--- config.mk ---
export PLATFORM = sky130hd
export DESIGN_NAME = fx3_port_sched
export DESIGN_NICKNAME = d
export VERILOG_FILES = /design/src/rtl/fx3_port_sched.sv
export SDC_FILE = /design/constraint.sdc
export NUM_CORES = 1
export LEC_CHECK = 0
export CELL_PAD_IN_SITES_DETAIL_PLACEMENT = 0
export CELL_PAD_IN_SITES_GLOBAL_PLACEMENT = 1
export CORE_UTILIZATION = 45
export CTS_CLUSTER_DIAMETER = 150
export DETAILED_ROUTE_END_ITERATION = 6
export PLACE_DENSITY = 0.95
export SLEW_MARGIN = 20
export SYNTH_ARGS = -nofsm -noshare
export SYNTH_HDL_FRONTEND = slang
export SYNTH_SLANG_ARGS = --single-unit
--- constraint.sdc ---
create_clock -name clk_i -period 4.6 [get_ports clk_i]
set_input_delay 0.92 -clock clk_i [delete_from_list [all_inputs] [get_ports clk_i]]
set_output_delay 0.92 -clock clk_i [all_outputs]
set_load 0.02 [all_outputs]
--- src/rtl/fx3_port_sched.sv ---
// fx3_port_sched
// Round-robin scheduler that shares the single FX3 GPIF-II slave-FIFO bus
// between up to N_PORTS port FSMs. One requester is granted at a time. The
// scheduler drives that port's FX3 socket address and holds it for SETUP_CYC
// cycles so the FX3 flags become valid. It then pulses the port's start input
// and waits for its done pulse, with a watchdog bound of TMO_CYC cycles.
// Finally it leaves the bus idle for GAP_CYC cycles before the next grant.
//
// Ports:
//   clk_i       system clock
//   rstn_i      asynchronous active-low reset
//   en_i        scheduler enable (gates new grants only)
//   req_i       per-port service request (level)
//   strt_o      one-hot, single-cycle start pulse to the granted port FSM
//   done_i      per-port done pulse; only the granted port's bit is honoured
//   fx3_addr_o  FX3 socket address of the most recent grant
//   busy_o      high in every state except IDLE
//   gnt_o       one-hot current grant, held from SETUP through GAP
//   tmo_o       sticky watchdog flag
//   tmo_port_o  index of the port that timed out
//   tmo_clr_i   clears tmo_o (a simultaneous timeout wins)
module fx3_port_sched #(
  parameter int                          N_PORTS   = 4,
  parameter int                          ADDR_W    = 2,
  parameter logic [N_PORTS*ADDR_W-1:0]   PORT_ADDR = {2'd3, 2'd2, 2'd1, 2'd0},
  parameter int                          SETUP_CYC = 3,
  parameter int                          GAP_CYC   = 2,
  parameter int                          TMO_CYC   = 255
) (
  input  logic                clk_i,
  input  logic                rstn_i,
  input  logic                en_i,
  input  logic [N_PORTS-1:0]  req_i,
  output logic [N_PORTS-1:0]  strt_o,
  input  logic [N_PORTS-1:0]  done_i,
  output logic [ADDR_W-1:0]   fx3_addr_o,
  output logic                busy_o,
  output logic [N_PORTS-1:0]  gnt_o,
  output logic                tmo_o,
  output logic [2:0]          tmo_port_o,
  input  logic                tmo_clr_i
);

  localparam int PTR_W = $clog2(N_PORTS);
  localparam int CNT_W = 16;

  typedef enum logic [2:0] {
    S_IDLE,
    S_SETUP,
    S_START,
    S_WAIT,
    S_GAP
  } state_t;

  state_t               state_q, state_d;
  logic [CNT_W-1:0]     cnt_q, cnt_d;
  logic [PTR_W-1:0]     ptr_q, ptr_d;
  logic [N_PORTS-1:0]   gnt_q, gnt_d;
  logic [N_PORTS-1:0]   strt_q, strt_d;
  logic [ADDR_W-1:0]    addr_q, addr_d;
  logic                 busy_q, busy_d;
  logic                 tmo_q, tmo_d;
  logic [2:0]           tmo_port_q, tmo_port_d;

  // Round-robin pick: first set request searching upward from ptr+1 with
  // wrap, so the most recently served port has the lowest priority.
  logic                 win_vld;
  logic [PTR_W-1:0]     win_idx;
  logic [PTR_W-1:0]     cand;

  always_comb begin
    // NOTE: every variable written here gets a default first, so no path
    // leaves it unassigned and no latch is inferred.
    win_vld = 1'b0;
    win_idx = ptr_q;
    cand    = ptr_q;
    for (int k = 1; k <= N_PORTS; k++) begin
      cand = PTR_W'((int'(ptr_q) + k) % N_PORTS);
      if (!win_vld && req_i[cand]) begin
        win_vld = 1'b1;
        win_idx = cand;
      end
    end
  end

  // Next-state and next-output logic. Every output comes from a register.
  always_comb begin
    state_d    = state_q;
    cnt_d      = cnt_q;
    ptr_d      = ptr_q;
    gnt_d      = gnt_q;
    addr_d     = addr_q;
    strt_d     = '0;
    tmo_d      = tmo_q;
    tmo_port_d = tmo_port_q;

    // A timeout below overrides this, so the set wins over the clear.
    if (tmo_clr_i) tmo_d = 1'b0;

    unique case (state_q)
      S_IDLE: begin
        // req_i is looked at only here; en_i low only blocks new grants.
        if (en_i && win_vld) begin
          gnt_d          = '0;
          gnt_d[win_idx] = 1'b1;
          addr_d         = PORT_ADDR[win_idx*ADDR_W +: ADDR_W];
          ptr_d          = win_idx;
          cnt_d          = CNT_W'(SETUP_CYC - 1);
          state_d        = S_SETUP;
        end
      end

      S_SETUP: begin
        if (cnt_q == '0) state_d = S_START;
        else             cnt_d   = cnt_q - 16'd1;
      end

      S_START: begin
        strt_d  = gnt_q;
        cnt_d   = CNT_W'(TMO_CYC - 1);
        state_d = S_WAIT;
      end

      S_WAIT: begin
        // Done is checked before the watchdog, so a done on the final
        // watchdog cycle completes normally and leaves tmo_o alone.
        if (|(done_i & gnt_q) || cnt_q == '0) begin
          if (!(|(done_i & gnt_q))) begin
            tmo_d      = 1'b1;
            tmo_port_d = 3'(ptr_q);
          end
          // With no turnaround gap configured, the bus goes straight back to IDLE.
          if (GAP_CYC == 0) begin
            gnt_d   = '0;
            state_d = S_IDLE;
          end else begin
            cnt_d   = CNT_W'(GAP_CYC - 1);
            state_d = S_GAP;
          end
        end else begin
          cnt_d = cnt_q - 16'd1;
        end
      end

      S_GAP: begin
        if (cnt_q == '0) begin
          gnt_d   = '0;
          state_d = S_IDLE;
        end else begin
          cnt_d = cnt_q - 16'd1;
        end
      end

      default: begin
        gnt_d   = '0;
        state_d = S_IDLE;
      end
    endcase

    busy_d = (state_d != S_IDLE);
  end

  // The pointer resets to the last port, so port 0 has first priority.
  always_ff @(posedge clk_i or negedge rstn_i) begin
    if (!rstn_i) begin
      state_q    <= S_IDLE;
      cnt_q      <= '0;
      ptr_q      <= PTR_W'(N_PORTS - 1);
      gnt_q      <= '0;
      strt_q     <= '0;
      addr_q     <= '0;
      busy_q     <= 1'b0;
      tmo_q      <= 1'b0;
      tmo_port_q <= '0;
    end else begin
      // NOTE: non-blocking assignments, so all registers update together
      // from values sampled at the same edge.
      state_q    <= state_d;
      cnt_q      <= cnt_d;
      ptr_q      <= ptr_d;
      gnt_q      <= gnt_d;
      strt_q     <= strt_d;
      addr_q     <= addr_d;
      busy_q     <= busy_d;
      tmo_q      <= tmo_d;
      tmo_port_q <= tmo_port_d;
    end
  end

  assign strt_o     = strt_q;
  assign gnt_o      = gnt_q;
  assign fx3_addr_o = addr_q;
  assign busy_o     = busy_q;
  assign tmo_o      = tmo_q;
  assign tmo_port_o = tmo_port_q;

endmodule

==> results of run 1 <==
[layer usage]
layer | vias to the layer above | global-route usage [%] | part of all wire (%) | wire [um]
met1 | 745 | 31.1 | 50 | 2080
met2 | 26 | 29.6 | 44 | 1830
met5 | - | 0 | 0 | 0
met3 | 8 | 4.90 | 4.4 | 185
met4 | 0 | 12.0 | 2.0 | 83
li1 | 788 | - | - | -
[registers in the layout (all words and copies together), names as in the netlist]
signal	flops
busy_o	1
cnt_q	16
fx3_addr_o	2
gnt_o	4
ptr_q	2
state_q	3
strt_o	4
tmo_o	1
tmo_port_o	2
[logic make-up (layout without fill, tap and decap cells)]
family / count (synthesis) / in the layout
DFF: 35 / 35
AOI/OAI and AO/OA: 60 / 60
xor gates and xnor gates: 5 / 5
buffers and inverters: 16 / 42
adders and majority gates: 1 / 1
muxes: 2 / 2
and+or+nand+nor: 83 / 83
other: 1 / 1
[cells in the final DEF, fill, tap and decap left out, drive strengths merged, types with 4 or more instances in the layout]
cell type	count
clkdlybuf4s50	25
clkbuf	6
a31oi	4
nand2	16
a21oi	9
xor2	5
nor4	6
dfrtp	33
nor2	24
inv	8
o21ai	16
a21o	4
or2	4
and2	6
nor3	9
[worst max-delay path, cell delays in order]
cell and delay [ps]:
clkdlybuf4s50_1 550, o41ai_1 150, o31ai_1 780, or2_1 380
o21ai_0 140, a221o_1 350
[Yosys cell counts, types with 2 or more instances]
| cell | number |
|---|---|
| dfrtp_1 | 33 |
| nor2_1 | 23 |
| o21ai_0 | 16 |
| nand2_1 | 15 |
| a21oi_1 | 9 |
| inv_1 | 8 |
| nor3_1 | 8 |
| and2_1 | 5 |
| clkbuf_1 | 5 |
| xor2_1 | 5 |
| a21o_1 | 4 |
| nor4_1 | 4 |
| a31oi_1 | 3 |
| nand2b_1 | 3 |
| nor2b_1 | 3 |
| nor3b_1 | 3 |
| o211ai_1 | 3 |
| or2_2 | 3 |
| a221o_1 | 2 |
| a22o_1 | 2 |
| a22oi_1 | 2 |
| dfstp_2 | 2 |
| nand3_1 | 2 |
| o2111ai_1 | 2 |
| o22ai_1 | 2 |
| o2bb2ai_1 | 2 |
| o31ai_1 | 2 |
| or4_4 | 2 |
[metrics by stage]
step,instances,hold slack [ps],setup WS [ps]
2_1_floorplan,203,501,2110
3_3_place_gp,271,460,1320
3_5_place_dp,271,467,1220
6_report,279,478,1510
5_1_grt,279,525,1310
4_1_cts,279,482,1530
[report_power, final]
group          internal [uW]  switching [uW]
registers                419             132
logic                    237             282
clock network            175             112
[worst min path at each step]
| stage | cells after the start | slack [ps] | start | endpoint |
|---|---|---|---|---|
| 2_1_floorplan | 2 | 500 | ptr_q[0] | ptr_q[0] |
| 3_3_place_gp | 2 | 460 | tmo_port_o[0] | tmo_port_o[0] |
| 3_5_place_dp | 1 | 470 | fx3_addr_o[1] | fx3_addr_o[1] |
| 4_1_cts | 1 | 480 | fx3_addr_o[1] | fx3_addr_o[1] |
| 5_1_grt | 2 | 520 | tmo_port_o[0] | tmo_port_o[0] |
| 6_report | 1 | 480 | fx3_addr_o[1] | fx3_addr_o[1] |
[area by class of cell]
| class | instances | area (um^2) |
|---|---|---|
| clock buffer | 6 | 82.6 |
| clock inverter | 2 | 35.0 |
| fill | 374 | 1740 |
| inverter | 8 | 30.0 |
| multi-input combinational | 152 | 971 |
| sequential | 35 | 878 |
| tap | 50 | 62.6 |
| timing repair buffer | 26 | 258 |
==> results.md, run 1 <==
- Share of cells above drive strength 1: 13.1%
- Clock latency on the worst-skew pair: 300 ps
- Asr flop ratio synth: 100%
- Post-Synth XOR/XNOR Area: about 2.3%
- Clock Pin Slew Worst Setup and Hold Paths: 70 ps
- Die Wd: approximately 67 um
- Setup tns final: 0 ps
- Hpwl dp: 3.08 mm
- Diodes inserted: 0
- Worst setup path endpoint: cnt_q[4]
- Ys flop type: dfrtp_1
- Final Hold Vio Count: 0
- Antenna violations before repair: 0
- Reg2Reg Depth: 6
- H-tree depth: 2
- Syn Inst Count: 203
- Worst Path Max Fanout: 10
- Max-Cap Viols: 0
- Setup Buffers After CTS: 0
- Post-cts resize count: 0
- Arr. time, crit path: 3270 ps
- Util after Layout: 57.1%
- Critical Path RT: 4780 ps
- Distinct cells, synth: 58
- LEAKAGE: 0.000987 uW
- Worst vdd ir: 0.338 mV
- Vias: 1567
- ANT nets after route: 0
- Critical path endpoint category: register
- Adder-cell share of the synthesized area: less than 1%
- Largest net degree at the start of global routing: 36
- CTS tree: yes
- # port buffers: 25
- Worst Skew: 5.01 ps
- Placer Congestion: 0.826
- Global-route wire length before repair: 7.06 mm
- Pins Over Slew Limit: 0
- Final Cycle Share: 67.1%
- Die area: approximately 4500 um^2
- Routed wire length: ~4.2 mm
- Avg Cell Area, Syn: ~9.4 um^2
- CTS root buf: clkbuf_8
- Vias in the first global route: 1458
- Setup crit start kind: input port
- Core area: 4060 um^2
- Total power draw: 1360 uW
- GRT Util Overall: 21.6%
- Min-delay worst type: register to register
- Worst r2r src: state_q[2]
- CTS Sinks: 35
- Synthesized Nets: 216
- Period minus WS final: 3090 ps
- Top-area cell type share of the netlist area: 43.1%
- Mapped Area: 1920 um^2
- Pwr/cell area: 586 nW/um^2
- Slew margin rel.: 36.0%
- Post-CTS Hold Buffers: 0
- Ys Warns: 0
- Routed len/inst: ~15 um
- Critical setup path kind: input port to register
- CTS buffer count: 5
- Post-synth EDFFs: 0
- Outcome: completed
- Synth Area in Simple Gates: between 20% and 30%
- Router iterations before antenna repair: 4
- Row Count: 23
- Vias per cell: roughly 5.6
- Starting Density: 47.2%
- R2r endpoint: cnt_q[4]
- Die H: slightly below 70 um
- Gr ovfl total: 0
- Part of the Yosys area used for sequential elements: 45.9%
- Ranking of synthesized cells by area: dfrtp_1 43%, nor2_1 4.5%, o21ai_0 4.2%
- Max Fclk: roughly 320 MHz
- Final setup violating endpoints: 0
- Post-synth top area cell: dfrtp_1
- Compound-Gate Fraction of Synth Area: 21.6%
- Main combinational cell family by area after synthesis: simple AND/OR/NAND/NOR gates
- Finished Cell Area: 2320 um^2
- Yosys reg bits: 35
- DRC errors left: 0
- Nets: 241
- Worst slew pin tran: 959 ps
- Area Growth Syn to Fin: 21.0%
- Drt first-iter violations: between 90 and 100
- Unrepaired setup endpoints after global routing: no
- Crit path from: req_i[3]
- FF-to-FF setup slack: 1970 ps
- Multiplexer area fraction after synthesis: 1.31%
- Placed cell areas: 2190 um^2
- Clock Path Buffers: 2
- I/O pins: 27
No activity file was read; power rests on OpenSTA's default activity.
==> inputs of run 2 (changes only) <==
Settings changed: CORE_UTILIZATION 45 to 41, PLACE_DENSITY 0.95 to 0.88.
Clock period 4.6 ns to 3.2 ns, I/O delays scaled along.
==> run 2 against run 1 <==
- final cell count increased by 2.2%
- hold slack better by 15 ps
- first-iteration DRC count is 3.3% lower
- sequential power increased by 42%
- cell area increased by 1.9%
- non-clock buffer count rose by 4
- highest routed layer unchanged
==> results.md, run 2 (same netlist as run 1, synthesis figures left out) <==
- ANT nets after route: 0
- Antenna violations before repair: 0
- Clock power share: 23.6%
- Psw: 766 uW
- Slew margin rel.: 37.8%
- Worst vdd ir: 0.376 mV
- I/O pins: 27
- Number of flip-flops in the largest register: 16
- Global-route wire length before repair: 7.67 mm
- Hold path depth: 2
- DRC errors left: 0
- Post-cts resize count: 0
- Final std cells w/o fill: 285
- Worst Path Max Fanout: 10
- Clock Pin Slew Worst Setup and Hold Paths: 80 ps
- Largest Register: cnt_q
- Period minus WS final: 2480 ps
- Outcome: completed
- Starting Density: 43.4%
- Share of cells above drive strength 1: ~14%
- Arr. time, crit path: 2650 ps
- Setup tns final: 0 ps
- CTS Sinks: 35
- Routed len/inst: 15.0 um
- Cell Int Power: 1260 uW
- Post-CTS Hold Buffers: 0
- Bufs and invs on worst path: 1
- WP depth: 7
- LEAKAGE: slightly above 0.001 uW
- H-tree depth: 2
- CTS root buf: clkbuf_8
- Die area: a little under 5000 um^2
- CP max stage delay: 540 ps
- Diodes inserted: 0
- Area Growth Syn to Fin: 23.3%
- Vias: approximately 1600
- Seq pwr share: a little under two fifths
- Gr ovfl total: 0
- CTS buffer count: 5
- Critical setup path kind: register to register
- Clock Path Buffers: 2
- Core area: 4410 um^2
- Logic pwr share: between 30% and 40%
- Crit-path cells: inv_1 -> ha_1 -> or4b_4 -> nor3_2 -> a31oi_2 -> or2_1 -> a311o_1
- Net Sw Frac: 37.7%
- Final Cycle Share: just under 80%
- Drt first-iter violations: around 90
- Final setup violating endpoints: 0
- Hpwl dp: 3.09 mm
- Setup crit start kind: register
- Finished Cell Area: around 2400 um^2
- Reg2Reg Depth: 7
- Final WS setup: 723 ps
- # port buffers: 25
- Die Wd: 70.4 um
- Nets: 245
- Vias in the first global route: 1561
- Commonest non-fill, non-tap cell in the layout: dfrtp_1
- Placer Congestion: 0.795
- Routed wire length: roughly 4.3 mm
- Vias per cell: 5.52
- Critical path endpoint category: register
- Min-delay worst type: register to register
- Pwr/cell area: 859 nW/um^2
- Post-Place Cells: 277
- Hold WS: 493 ps
- CTS tree: yes
- Setup Buffers After CTS: 0
- Die H: 70.4 um
- Largest net degree at the start of global routing: 36
- Final Hold Vio Count: 0
- Row Count: 24
- Unrepaired setup endpoints after global routing: no
- Worst Skew: 9.45 ps
- Max Fclk: 404 MHz
- Worst slew pin tran: 931 ps
- Delay-heaviest family, CP: simple AND/OR/NAND/NOR gates
- GRT Util Overall: about a fifth
- Placed cell areas: 2230 um^2
- Router iterations before antenna repair: 4
- Clock latency on the worst-skew pair: 290 ps
- Max-Cap Viols: 0
- Placement Setup Slack: 437 ps
- Pins Over Slew Limit: 0
- Crit-path slowest cell: or4b_4
- Most frequent cells in the layout: 33 x dfrtp_1, 25 x clkdlybuf4s50_1, 23 x nor2_1
- Critical Path RT: 3370 ps
run 2: worst reg2reg max path: cells and delay by family (launching register included):
kind / cells / cell delay (ps)
and+or+nand+nor: 3 / 1120
buffers and inverters: 1 / 70
adders and majority gates: 1 / 180
AOI/OAI and AO/OA: 2 / 570
DFF: 1 / 420
run 2: final timing paths:
check                      slack, ps          start             to
hold / removal                   490  tmo_port_o[0]  tmo_port_o[0]
min in group asynchronous        760         rstn_i       cnt_q[6]
hold reg to reg                  490  tmo_port_o[0]  tmo_port_o[0]
setup / recovery                 720       cnt_q[0]         busy_o
setup reg to reg                 720       cnt_q[0]         busy_o
max in group asynchronous       2090         rstn_i       ptr_q[0]
run 2: routing by layer:
metal	track usage (%)	up-vias	wire length (um)
met4	5.56	0	49
met1	28.8	750	2170
met2	28.6	24	1950
met3	3.90	4	105
li1	-	795	-
met5	0	-	0
run 2: power groups by stage:
stage,Clock [uW],Sequential [uW],Combinational (uW)
after global placement,0,781,762
after CTS,487,778,774
after floorplan,0,771,536
after detailed placement,0,784,769
final,480,779,771
after global routing,510,802,871
run 2: area by class of cell:
class	instances	area, um^2
Timing Repair Buffer	30	288
Multi-Input combinational cell	152	965
Tap cell	52	65.1
Fill cell	414	2050
Clock inverter	3	67.6
Sequential cell	35	878
Clock buffer	5	68.8
Inverter	8	30.0
run 2: stage by stage:
stage               utilization [%]  total power, uW
finish                         53.5             2030
global route                   53.5             2180
CTS                            53.5             2040
detailed placement             50.4             1550
global placement               50.4             1540
floorplan                         -             1310
==> inputs of run 3 (changes only) <==
Clock period 3.2 ns to 2.43 ns, I/O delays scaled along.
==> run 3 against run 2 <==
- sequential share of layout area shrank 1.0 points
- largest cell class unchanged
- highest routed layer unchanged
- largest power group is now combinational logic
- clock-buffer cell count unchanged
- register-to-register slack got worse by 610 ps
==> results.md, run 3 (same netlist as run 1, synthesis figures left out) <==
- Outcome: completed
- Global-route wire length before repair: around 7.6 mm
- Bufs and invs on worst path: 1
- Reg2Reg Depth: 7
- Die Wd: 70.4 um
- Pins Over Slew Limit: 0
- Hpwl dp: between 3 and 4 mm
- Fillcell total: 405
- # port buffers: 25
- Router iterations before antenna repair: 4
- R2r endpoint: tmo_port_o[1]
- Post-Place Cells: 291
- Crit-path slowest cell: or4b_4
- Unrepaired setup endpoints after global routing: no
- I/O pins: 27
- Period minus WS final: 2310 ps
- CP max stage delay: 520 ps
- Core area: 4410 um^2
- Placer Congestion: 0.785
- Starting Density: 43.4%
- Antenna violations before repair: 0
- Routed wire length: 4.39 mm
- DRC errors left: 0
- Gr ovfl total: 0
- CTS tree: yes
- Arr. time, crit path: 2490 ps
- Die H: 70.4 um
- Max-Cap Viols: 0
- Final WS setup: 118 ps
- Critical setup path kind: register to register
- Most frequent cells in the layout: 33 x dfrtp_1, 25 x clkdlybuf4s50_1, 23 x nor2_1
- Vias: 1660
- Crit-path cells: inv_1 -> ha_2 -> or4b_4 -> nor4_4 -> nand2_2 -> or3_4 -> mux2_4
- Final Hold Vio Count: 0
- Share of cells above drive strength 1: between 20% and 30%
- Vias per cell: 5.53
- Area Growth Syn to Fin: 26.8%
- Final Cycle Share: between 90% and 100%
- Slew margin rel.: 64.5%
- Diodes inserted: 0
- Worst slew pin tran: 528 ps
- Util after Layout: 55.0%
- ANT nets after route: 0
- Clock Path Buffers: 2
- Worst Skew: 4.09 ps
- Clock latency on the worst-skew pair: 290 ps
- Min-delay worst type: register to register
- Vias in the first global route: 1548
- Critical Path RT: 2600 ps
- LEAKAGE: 0.00107 uW
- Placement Setup Slack: -50.2 ps
- Drt first-iter violations: 106
- FF-to-FF setup slack: 120 ps
- Worst Path Max Fanout: 5
- Total power draw: 2540 uW
- CTS Sinks: 35
- Commonest non-fill, non-tap cell in the layout: dfrtp_1
- Pwr/cell area: 1050 nW/um^2
- Worst vdd ir: 0.505 mV
- Number of flip-flops in the largest register: 16
- Clock Pin Slew Worst Setup and Hold Paths: 70 ps
- Delay-heaviest family, CP: simple AND/OR/NAND/NOR gates
- Hold path depth: 1
- Post-CTS Hold Buffers: 0
- Largest Register: cnt_q
- Nets: 260
- CTS root buf: clkbuf_8
- CTS buffer count: 5
- Worst r2r src: cnt_q[0]
- Die area: approximately 4900 um^2
- H-tree depth: 2
- Largest net degree at the start of global routing: 36
- Critical path endpoint category: register
- Routed len/inst: between 10 and 15 um
- Setup crit start kind: register
- Final setup violating endpoints: 0
- Worst hold start: fx3_addr_o[1]
- Row Count: 24
- GRT Util Overall: 19.6%
- Max Fclk: approximately 430 MHz
- Final std cells w/o fill: 300
- Hold-critical path endpoint: fx3_addr_o[1]
run 3: through the flow:
| stage | hold slack [ps] | setup TNS (ps) | cell area [um^2] |
|---|---|---|---|
| after floorplan | 190 | 0 | 1920 |
| after global placement | 467 | -76.1 | 2330 |
| after detailed placement | 468 | -117 | 2330 |
| after CTS | 484 | 0 | 2410 |
| after global routing | 522 | 0 | 2430 |
| final | 477 | 0 | 2430 |
run 3: worst max-delay path by stage:
stage             start             to  slack [ps]  depth (start not counted)
3_3_place_gp   req_i[0]       cnt_q[6]         -40                          8
4_1_cts        cnt_q[0]  tmo_port_o[1]          90                          7
2_1_floorplan  cnt_q[0]         busy_o         210                          8
6_report       cnt_q[0]  tmo_port_o[1]         120                          7
3_5_place_dp   req_i[2]       gnt_o[0]         -50                          6
5_1_grt        cnt_q[0]  tmo_port_o[1]           4                          7
run 3: layer usage:
metal  part of all wire [%]  GRT usage [%]
met1                     48           28.5
met2                     46           28.5
met3                    4.3           4.76
met4                    1.5           6.00
met5                      0              0
run 3: power breakdown:
part | switching [uW] | internal, uW
Combinational | 581 | 539
Clock | 210 | 196
Sequential | 219 | 793
Total | 1010 | 1530
run 3: layout make-up:
cell class                      count  area, um^2  share of cell area [%]
Inverter                            8        30.0                    1.24
Tap cell                           52        65.1                    2.68
Sequential cell                    35         878                    36.2
Clock buffer                        5        68.8                    2.83
Multi-Input combinational cell    152         971                    40.0
Timing Repair Buffer               45         400                    16.5
Clock inverter                      3        15.0                   0.618
run 3: what timing repair did:
item,CTS,global route
resized for setup,0,4
endpoints found under the setup margin,0,8
buffers inserted,0,1
